===== src/rtl/ge_pkg.sv =====
// ============================================================================
// Module      : ge_pkg
// Description : Shared definitions for the GF(2) Gaussian-elimination array:
//               injector FSM state encoding, node op encodings and a
//               constant-evaluable clog2 helper.
// Revision    : 1.0 - initial release
// ============================================================================
`default_nettype none

package ge_pkg;

    // Injector FSM state, explicitly 2 bits wide
    typedef enum logic [1:0] {
        IDLE   = 2'd0,
        STREAM = 2'd1,
        FLUSH  = 2'd2
    } ge_state_e;

    // Node operation encodings shared with the node array
    localparam logic [1:0] OP_PASS = 2'b00;
    localparam logic [1:0] OP_SWAP = 2'b01;
    localparam logic [1:0] OP_ADD  = 2'b10;
    localparam logic [1:0] OP_NOP  = 2'b11;

    // Ceiling log2, usable in localparam expressions; clog2(1) = 0
    function automatic int clog2(input int value);
        int result;
        result = 0;
        for (int i = 0; i < 31; i++) begin
            if ((1 << i) < value) begin
                result = i + 1;
            end
        end
        return result;
    endfunction

endpackage : ge_pkg

`default_nettype wire


===== src/rtl/ge_skew_chain.sv =====
// ============================================================================
// Module      : ge_skew_chain
// Description : DEPTH-stage, enable-gated shift register carrying a (data,
//               start) bit pair for one array column. The last stage drives
//               the column directly, so the column output is registered.
// Ports       : clk, rst      - clock, asynchronous active-high reset
//               i_en          - shift enable (one beat)
//               i_data/i_start- bit pair entering stage 0
//               o_data/o_start- bit pair leaving stage DEPTH-1
// Revision    : 1.0 - initial release
// ============================================================================
`default_nettype none

module ge_skew_chain #(
    parameter int DEPTH = 1
) (
    input  logic clk,
    input  logic rst,
    input  logic i_en,
    input  logic i_data,
    input  logic i_start,
    output logic o_data,
    output logic o_start
);

    logic [DEPTH-1:0] r_data;
    logic [DEPTH-1:0] r_start;

    // Shift-by-one with OR-in works for any DEPTH including 1
    always_ff @(posedge clk or posedge rst) begin
        if (rst) begin
            r_data  <= '0;
            r_start <= '0;
        end else if (i_en) begin
            r_data  <= (r_data  << 1) | DEPTH'(i_data);
            r_start <= (r_start << 1) | DEPTH'(i_start);
        end
    end

    assign o_data  = r_data[DEPTH-1];
    assign o_start = r_start[DEPTH-1];

endmodule : ge_skew_chain

`default_nettype wire


===== src/rtl/ge_row_injector.sv =====
// ============================================================================
// Module      : ge_row_injector
// Description : Source end of the GF(2) Gaussian-elimination systolic array.
//               Accepts rows over valid/ready, skews them so bit j reaches
//               column j j beats after bit 0, tags the first row of each
//               matrix with a start token, appends N-1 zero-row flush beats
//               and pulses done when the skew tail has drained.
// Config      : `define ROWCNT_CHECK_EN to enable the row-count checker that
//               drives err; otherwise err is tied low.
// Ports       : clk, rst           - clock, asynchronous active-high reset
//               in_valid/in_ready  - row handshake
//               in_row[N-1:0]      - row bits, bit j for column j
//               in_last            - final row of the matrix
//               array_en           - array advance enable (one beat)
//               col_data[N-1:0]    - skewed column data
//               col_start[N-1:0]   - skewed column start tokens
//               done               - one-cycle completion pulse
//               err                - sticky row-count mismatch flag
// Revision    : 1.0 - initial release
// ============================================================================
`default_nettype none

module ge_row_injector
    import ge_pkg::*;
#(
    parameter int N = 8,
    parameter int M = 8
) (
    input  logic         clk,
    input  logic         rst,
    input  logic         in_valid,
    output logic         in_ready,
    input  logic [N-1:0] in_row,
    input  logic         in_last,
    output logic         array_en,
    output logic [N-1:0] col_data,
    output logic [N-1:0] col_start,
    output logic         done,
    output logic         err
);

    // Flush counter spans 0..N-1; keep it at least one bit wide for N=1
    localparam int c_fcnt_w = (N > 1) ? clog2(N) : 1;
    localparam logic [c_fcnt_w-1:0] c_flush_last = c_fcnt_w'(N - 1);

    ge_state_e           r_state;
    ge_state_e           w_state_nxt;
    logic [c_fcnt_w-1:0] r_flush_cnt;
    logic                r_array_en;
    logic                r_done;

    logic                w_accept;
    logic                w_flush_end;
    logic                w_flush_beat;
    logic                w_shift;
    logic [N-1:0]        w_feed_data;
    logic [N-1:0]        w_feed_start;

    assign w_accept    = in_valid & in_ready;
    // FLUSH lasts N cycles: N-1 shifting cycles, then one cycle in which the
    // final flush beat is presented to the array before done is raised.
    assign w_flush_end = (r_flush_cnt == c_flush_last);

    // ------------------------------------------------------------------
    // State register
    // ------------------------------------------------------------------
    always_ff @(posedge clk or posedge rst) begin
        if (rst) begin
            r_state <= IDLE;
        end else begin
            r_state <= w_state_nxt;
        end
    end

    // ------------------------------------------------------------------
    // Next-state logic
    // ------------------------------------------------------------------
    always_comb begin
        w_state_nxt = r_state;
        case (r_state)
            IDLE, STREAM: begin
                if (w_accept) begin
                    w_state_nxt = in_last ? FLUSH : STREAM;
                end
            end
            FLUSH: begin
                if (w_flush_end) begin
                    w_state_nxt = IDLE;
                end
            end
            default: w_state_nxt = IDLE;
        endcase
    end

    // ------------------------------------------------------------------
    // Output / datapath control
    // ------------------------------------------------------------------
    always_comb begin
        in_ready     = 1'b1;
        w_flush_beat = 1'b0;
        w_feed_data  = in_row;
        w_feed_start = '0;
        case (r_state)
            IDLE: begin
                // First row of a matrix carries the start token in every column
                w_feed_start = {N{1'b1}};
            end
            STREAM: begin
                w_feed_start = '0;
            end
            FLUSH: begin
                in_ready     = 1'b0;
                w_flush_beat = ~w_flush_end;
                w_feed_data  = '0;
            end
            default: begin
                in_ready = 1'b0;
            end
        endcase
    end

    // A stalled input produces no beat, so every chain holds its alignment
    assign w_shift = w_accept | w_flush_beat;

    always_ff @(posedge clk or posedge rst) begin
        if (rst) begin
            r_flush_cnt <= '0;
            r_array_en  <= 1'b0;
            r_done      <= 1'b0;
        end else begin
            r_array_en <= w_shift;
            r_done     <= (r_state == FLUSH) & w_flush_end;
            if (r_state != FLUSH) begin
                r_flush_cnt <= '0;
            end else if (!w_flush_end) begin
                r_flush_cnt <= r_flush_cnt + 1'b1;
            end
        end
    end

    assign array_en = r_array_en;
    assign done     = r_done;

    // ------------------------------------------------------------------
    // Per-column skew chains: column j is j+1 stages deep
    // ------------------------------------------------------------------
    for (genvar j = 0; j < N; j++) begin : g_col
        ge_skew_chain #(
            .DEPTH(j + 1)
        ) u_chain (
            .clk    (clk),
            .rst    (rst),
            .i_en   (w_shift),
            .i_data (w_feed_data[j]),
            .i_start(w_feed_start[j]),
            .o_data (col_data[j]),
            .o_start(col_start[j])
        );
    end

    // ------------------------------------------------------------------
    // Optional row-count checker
    // ------------------------------------------------------------------
`ifdef ROWCNT_CHECK_EN
    localparam int c_cnt_w = clog2(M + 1);
    localparam logic [c_cnt_w-1:0] c_cnt_max = {c_cnt_w{1'b1}};
    localparam logic [c_cnt_w-1:0] c_rows_exp = c_cnt_w'(M);

    logic [c_cnt_w-1:0] r_row_cnt;
    logic [c_cnt_w-1:0] w_row_cnt_nxt;
    logic               r_err;

    // Count including the row being accepted; saturates instead of wrapping
    always_comb begin
        w_row_cnt_nxt = r_row_cnt;
        if (r_state == IDLE) begin
            w_row_cnt_nxt = c_cnt_w'(1);
        end else if (r_row_cnt != c_cnt_max) begin
            w_row_cnt_nxt = r_row_cnt + 1'b1;
        end
    end

    always_ff @(posedge clk or posedge rst) begin
        if (rst) begin
            r_row_cnt <= '0;
            r_err     <= 1'b0;
        end else if (w_accept) begin
            r_row_cnt <= w_row_cnt_nxt;
            if (in_last && (w_row_cnt_nxt != c_rows_exp)) begin
                r_err <= 1'b1;
            end
        end
    end

    assign err = r_err;
`else
    // M only sizes the checker; without it err is tied low
    localparam bit c_m_legal = (M >= 1);
    assign err = 1'b0 & c_m_legal;
`endif

endmodule : ge_row_injector

`default_nettype wire


===== config.mk =====
export PLATFORM = sky130hd
export DESIGN_NAME = ge_row_injector
export DESIGN_NICKNAME = d
export VERILOG_FILES = /design/src/rtl/ge_pkg.sv /design/src/rtl/ge_skew_chain.sv /design/src/rtl/ge_row_injector.sv
export SDC_FILE = /design/constraint.sdc
export NUM_CORES = 1
export LEC_CHECK = 0
export ABC_AREA = 0
export BUFFER_PORTS_ARGS = -buffer_cell sky130_fd_sc_hd__buf_2
export CAP_MARGIN = 20
export CELL_PAD_IN_SITES_DETAIL_PLACEMENT = 0
export CELL_PAD_IN_SITES_GLOBAL_PLACEMENT = 1
export CORE_MARGIN = 3
export CORE_UTILIZATION = 45
export CTS_CLUSTER_DIAMETER = 60
export DETAILED_ROUTE_END_ITERATION = 10
export MAX_ROUTING_LAYER = met4
export PLACE_DENSITY_LB_ADDON = 0.12
export SETUP_SLACK_MARGIN = 0.4
export SLEW_MARGIN = 40
export SYNTH_ARGS = -nofsm -noshare
export SYNTH_HDL_FRONTEND = slang
export SYNTH_SLANG_ARGS = --single-unit

===== constraint.sdc =====
create_clock -name clk -period 2 [get_ports clk]
set_input_delay 0.1 -clock clk [delete_from_list [all_inputs] [get_ports clk]]
set_output_delay 0.1 -clock clk [all_outputs]
set_load 0.05 [all_outputs]

== Yosys cells after proc, flatten, opt, wreduce, memory -nomap -nowiden ==
Cells that the tools add are included.
Storage, ports and cells
  word-level logic and storage cells: 59
  register bits: 79
  input bits: 12
Cells by class
  multiplexer cells: 10
  reduce and logical (&&, ||, !) cells: 3
  bitwise logic cells: 18
  equality and inequality tests: 7
  $add $sub $neg: 1
Operator list (number)
  $mux 8: 2
  $or 8x1->8: 2
  $or 7x1->7: 2
  $or 6x1->6: 2
  $or 5x1->5: 2
  $or 4x1->4: 2
  $mux 2: 3
  $mux 3: 2
  $or 3x1->3: 2
  $ne 2x1->1 const B: 2
  $ne 2x2->1 const B: 2
  $or 2x1->2: 2
  $pmux 2 s2: 1
  $add 3x1->3 const B: 1
  $eq 3x3->1 const B: 1
  $and 1x1->1: 2
  $eq 2x1->1 const B: 1
  $eq 2x2->1 const B: 1
  $logic_not 2->1: 1
  $mux 1: 2
  $reduce_and 2->1: 1
  $reduce_or 2->1: 1
  $not 1->1: 1
  $or 1x1->1: 1

== Depth between registers and ports, before layout ==
  depth after elaboration: 6
  mapped depth: 7
  depth with buffers taken out: 5

== Modules after synthesis ==
Synthesis repeated with hierarchy kept, for this count alone.
Unflattened totals
  cells, all modules: 196
  area, all modules: 3295.7 µm²
Modules (own cells, without submodules)
  ge_skew_chain at g_col[7].u_chain: instances 1, cells an instance 35, area each 653.1 µm²
  ge_skew_chain at g_col[6].u_chain: instances 1, cells an instance 30, area each 523.0 µm²
  ge_skew_chain at g_col[5].u_chain: instances 1, cells an instance 26, area each 488.0 µm²
  ge_skew_chain at g_col[4].u_chain: instances 1, cells an instance 22, area each 415.4 µm²
  ge_row_injector: instances 1, cells an instance 37, area each 400.4 µm²
  ge_skew_chain at g_col[3].u_chain: instances 1, cells an instance 18, area each 335.3 µm²
  ge_skew_chain at g_col[2].u_chain: instances 1, cells an instance 14, area each 255.2 µm²
  ge_skew_chain at g_col[1].u_chain: instances 1, cells an instance 9, area each 148.9 µm²
  ge_skew_chain at g_col[0].u_chain: instances 1, cells an instance 5, area each 76.3 µm²

== Worst setup path after synthesis ==
Ideal clock, no wire load.
  kind: register to register
  from: reg r_flush_cnt[0]
  to: reg g_col[1].u_chain.r_data[1]
  cell stages (with the launch flop): 8
  clock period less this slack: 1803 ps
  required time: 1875 ps
  slack: 197 ps
  arrival time: 1678 ps
  setup time: 125 ps
  path buffers: 2
  cells stage by stage: dfrtp_1 ha_1 ha_1 buf_4 nor3b_2 nor2_4 buf_6 mux2_4
Between the ends
  longest elaborated chain between the ends: 4
Ends and longest elaborated chain
  start, declared: RTL line ge_row_injector.sv:48  | logic [c_fcnt_w-1:0] r_flush_cnt;
  start signal, assigned: RTL line ge_row_injector.sv:136  | r_flush_cnt <= r_flush_cnt + 1'b1;
  $eq 3x3->1: RTL line ge_row_injector.sv:62  | assign w_flush_end = (r_flush_cnt == c_flush_last);
  $not 1->1: RTL line ge_row_injector.sv:113  | w_flush_beat = ~w_flush_end;
  $mux 1: RTL line ge_row_injector.sv:103  | case (r_state)
  $or 1x1->1: RTL line ge_row_injector.sv:123  | assign w_shift = w_accept | w_flush_beat;
  end signal, assigned: RTL line ge_skew_chain.sv:35  | r_data <= (r_data << 1) | DEPTH'(i_data);
  end, declared: RTL line ge_skew_chain.sv:26  | logic [DEPTH-1:0] r_data;
Every way passes these cells.
A chain may end at the register's enable or synchronous reset.

== Worst setup path after layout ==
  from: reg r_flush_cnt[0]
  to: reg g_col[7].u_chain.r_data[1]
Between the ends
  longest elaborated chain between the ends: 4
Ends and longest elaborated chain (RTL line)
  $eq 3x3->1: ge_row_injector.sv:62
  $not 1->1: ge_row_injector.sv:113
  $mux 1: ge_row_injector.sv:103
  $or 1x1->1: ge_row_injector.sv:123
  end signal, assigned: ge_skew_chain.sv:35
  end, declared: ge_skew_chain.sv:26
Every way passes these cells.

==> results.cfg <==
[worst_hold_path]
hp-class = in -> reg

[finish]
final_cell_mix = dfrtp_1, mux2_4, buf_2
drive_gt1_frac = 0.5222
final_nets = 193
post-route-cell-area_sq_um = 2615
area_growth_syn_to_layout_pct = 16.37
antennaDiodeCount = 0
final_common_cell = dfrtp_1

[clock_network]
clk_pin_slew_ns = 0.08
cts_sinks = 51
numCtsBuffers = 5
cts_tree = done
htreeDepth = 2
clock_latency_ns = 0.29
cts_root_buf = clkbuf_8
cts_buffer_depth = 2

[timing]
fmax_mhz = 583.8
final-max-slew-violation-count = 0
fin_skew_ns = 0.003646
setup_violations = 0
fin_crit_ns = 1.713
fin_ws_ns = 0.2872
rsz0062_at_grt = true
finalCritPeriodShare = 0.8564
holdWs_ns = 0.02925
fin_setup_tns_ns = 0
final_hold_viol_count = 0

[power]
peakVddDrop_mv = 0.7261
leakage_nw = 1.331
power_density_nw_per_um2 = 1833
finalPower_mw = 4.793

[critical_path]
cp.required_ns = 2.18
max_stage_delay_ns = 0.39
cp_cell_sequence = ha_2 -> ha_4 -> nor3b_4 -> nor2_4 -> clkbuf_16 -> mux2_4
cp_data_arrival_time_ns = 1.89
slowest_stage = dfrtp_1
cp_max_fo = 6
endpoint_kind = register
worst-path-buf-inv = 1
crit_family = flip-flops
start_kind = register
critical_path_class = reg -> reg

[detailed_routing]
totalWireLength_mm = 3.573
drc = 0
via_count = 1194
ant_nets = 0
viasPerCell = 4.834
drt-initial-drc-count = 68
drtPass1Iterations = 4
routedWlPerCell_um = 14.47

[logic_synthesis]
synth_seq_area_share = 0.5679
synth_cell_types = 22
syn_area_per_cell_sq_um = 14.88
syn-num-nets = 165
ys_ff_latch = 51
syn_area_sq_um = 2247
netlist_instances = 151
yosysWarnings = 0

[placed_design]
finalWeightedCongestion = 0.7588
dp_slack_ns = 0.2223
dpl_cell_area_sq_um = 2338
hpwl_mm = 2.217
io_buffers = 30

[floorplan]
die_h_um = 76.67
die_w_um = 76.67
core_sq_um = 4786
fp-row-count = 25
io_pins = 32
initial_core_util = 0.4695
dieArea_sq_um = 5878

[outcome]
status = complete, no violations

[global_routing]
antenna_found_initial = 0
grt_pass1_wl_mm = 5.740
grt-ovfl-total = 0
track_usage = 0.1265
grt_pass1_vias = 1193
grt_max_degree = 21

[flow_run]
max_cap_viol_count = 0
==> layer usage <==
layer,track usage,up-vias,share of wire
li1,-,552,-
met4,0.04529,0,0.011
met2,0.1890,29,0.49
met5,-,-,0
met3,0.04930,4,0.048
met1,0.1564,609,0.45
==> cell usage after synthesis (all sizes together) <==
cell type,count,share of area
ha,2,0.011
inv,4,0.0067
conb,1,0.0017
nand3,4,0.0089
nor3b,1,0.0056
or2,1,0.0028
dfrtp,51,0.57
clkbuf,1,0.0017
nor2,7,0.015
nor2b,1,0.0028
a31o,1,0.0039
buf,24,0.090
a22o,4,0.016
o21ai,4,0.0089
a211oi,2,0.0067
xor2,1,0.0039
mux2,35,0.22
nand2b,1,0.0028
mux2i,6,0.027
==> cells by family after synthesis <==
| group | synth area share |
|---|---|
| and+or+nand+nor | 0.03787 |
| buffers and inverters | 0.09855 |
| AOI/OAI and AO/OA | 0.03508 |
| xor gates and xnor gates | 0.003898 |
| DFF | 0.5679 |
| adders and majority gates | 0.01113 |
| other | 0.001669 |
| muxes | 0.2439 |
==> power breakdown <==
| part | internal, mW | switching, mW |
|---|---|---|
| logic | 1.19 | 1.20 |
| registers | 1.48 | 0.299 |
| clock network | 0.316 | 0.311 |
| total | 2.99 | 1.81 |
==> final cells by class <==
cell class | instances | area [sq um]
multi-input combinational | 71 | 800.8
timing repair buffer | 46 | 337.8
sequential | 51 | 1277
fill | 398 | 2171
tap | 67 | 83.83
inverter | 4 | 15.01
clock buffer | 8 | 100.1
==> flip-flops by register name, summed over array words and instances, names as in the netlist <==
name,cells
g_col.u_chain.r_start,8
r_state,2
done,1
r_flush_cnt,3
g_col.u_chain.r_data,35
array_en,1
g_col.u_chain.o_data,1
==> per-stage QoR <==
step                      utilization  std cells
final                          0.5464        247
after global routing           0.5464        247
after CTS                      0.5210        239
after detailed placement       0.4886        227
after global placement         0.4886        227
after floorplan                     -        151
==> final timing paths <==
check                      slack [ns]                                 endpoint  cells past startpoint                                    from
max                              0.29   g_col[7].u_chain.r_data[1]$_DFFE_PP0P_                      6              r_flush_cnt[0]$_DFFE_PP0P_
min                              0.03   g_col[1].u_chain.r_data[0]$_DFFE_PP0P_                      2                               in_row[1]
max reg2reg                      0.29   g_col[7].u_chain.r_data[1]$_DFFE_PP0P_                      6              r_flush_cnt[0]$_DFFE_PP0P_
min reg2reg                      0.51   g_col[7].u_chain.r_data[0]$_DFFE_PP0P_                      1  g_col[7].u_chain.r_data[0]$_DFFE_PP0P_
max in group asynchronous        1.17                   r_state[1]$_DFFE_PP0P_                      4                                     rst
min in group asynchronous        0.28  g_col[7].u_chain.r_start[7]$_DFFE_PP0P_                      3                                     rst
==> what timing repair did <==
action | CTS | global route
hold buffers | 2 | 0
resized for setup | 1 | 11
setup endpoints to repair | 39 | 39
pin swaps | 1 | 3
cloned | 1 | 4
setup buffers | 1 | 4
hold endpoints to repair | 12 | 0
Power figures use the tool's default switching activity.
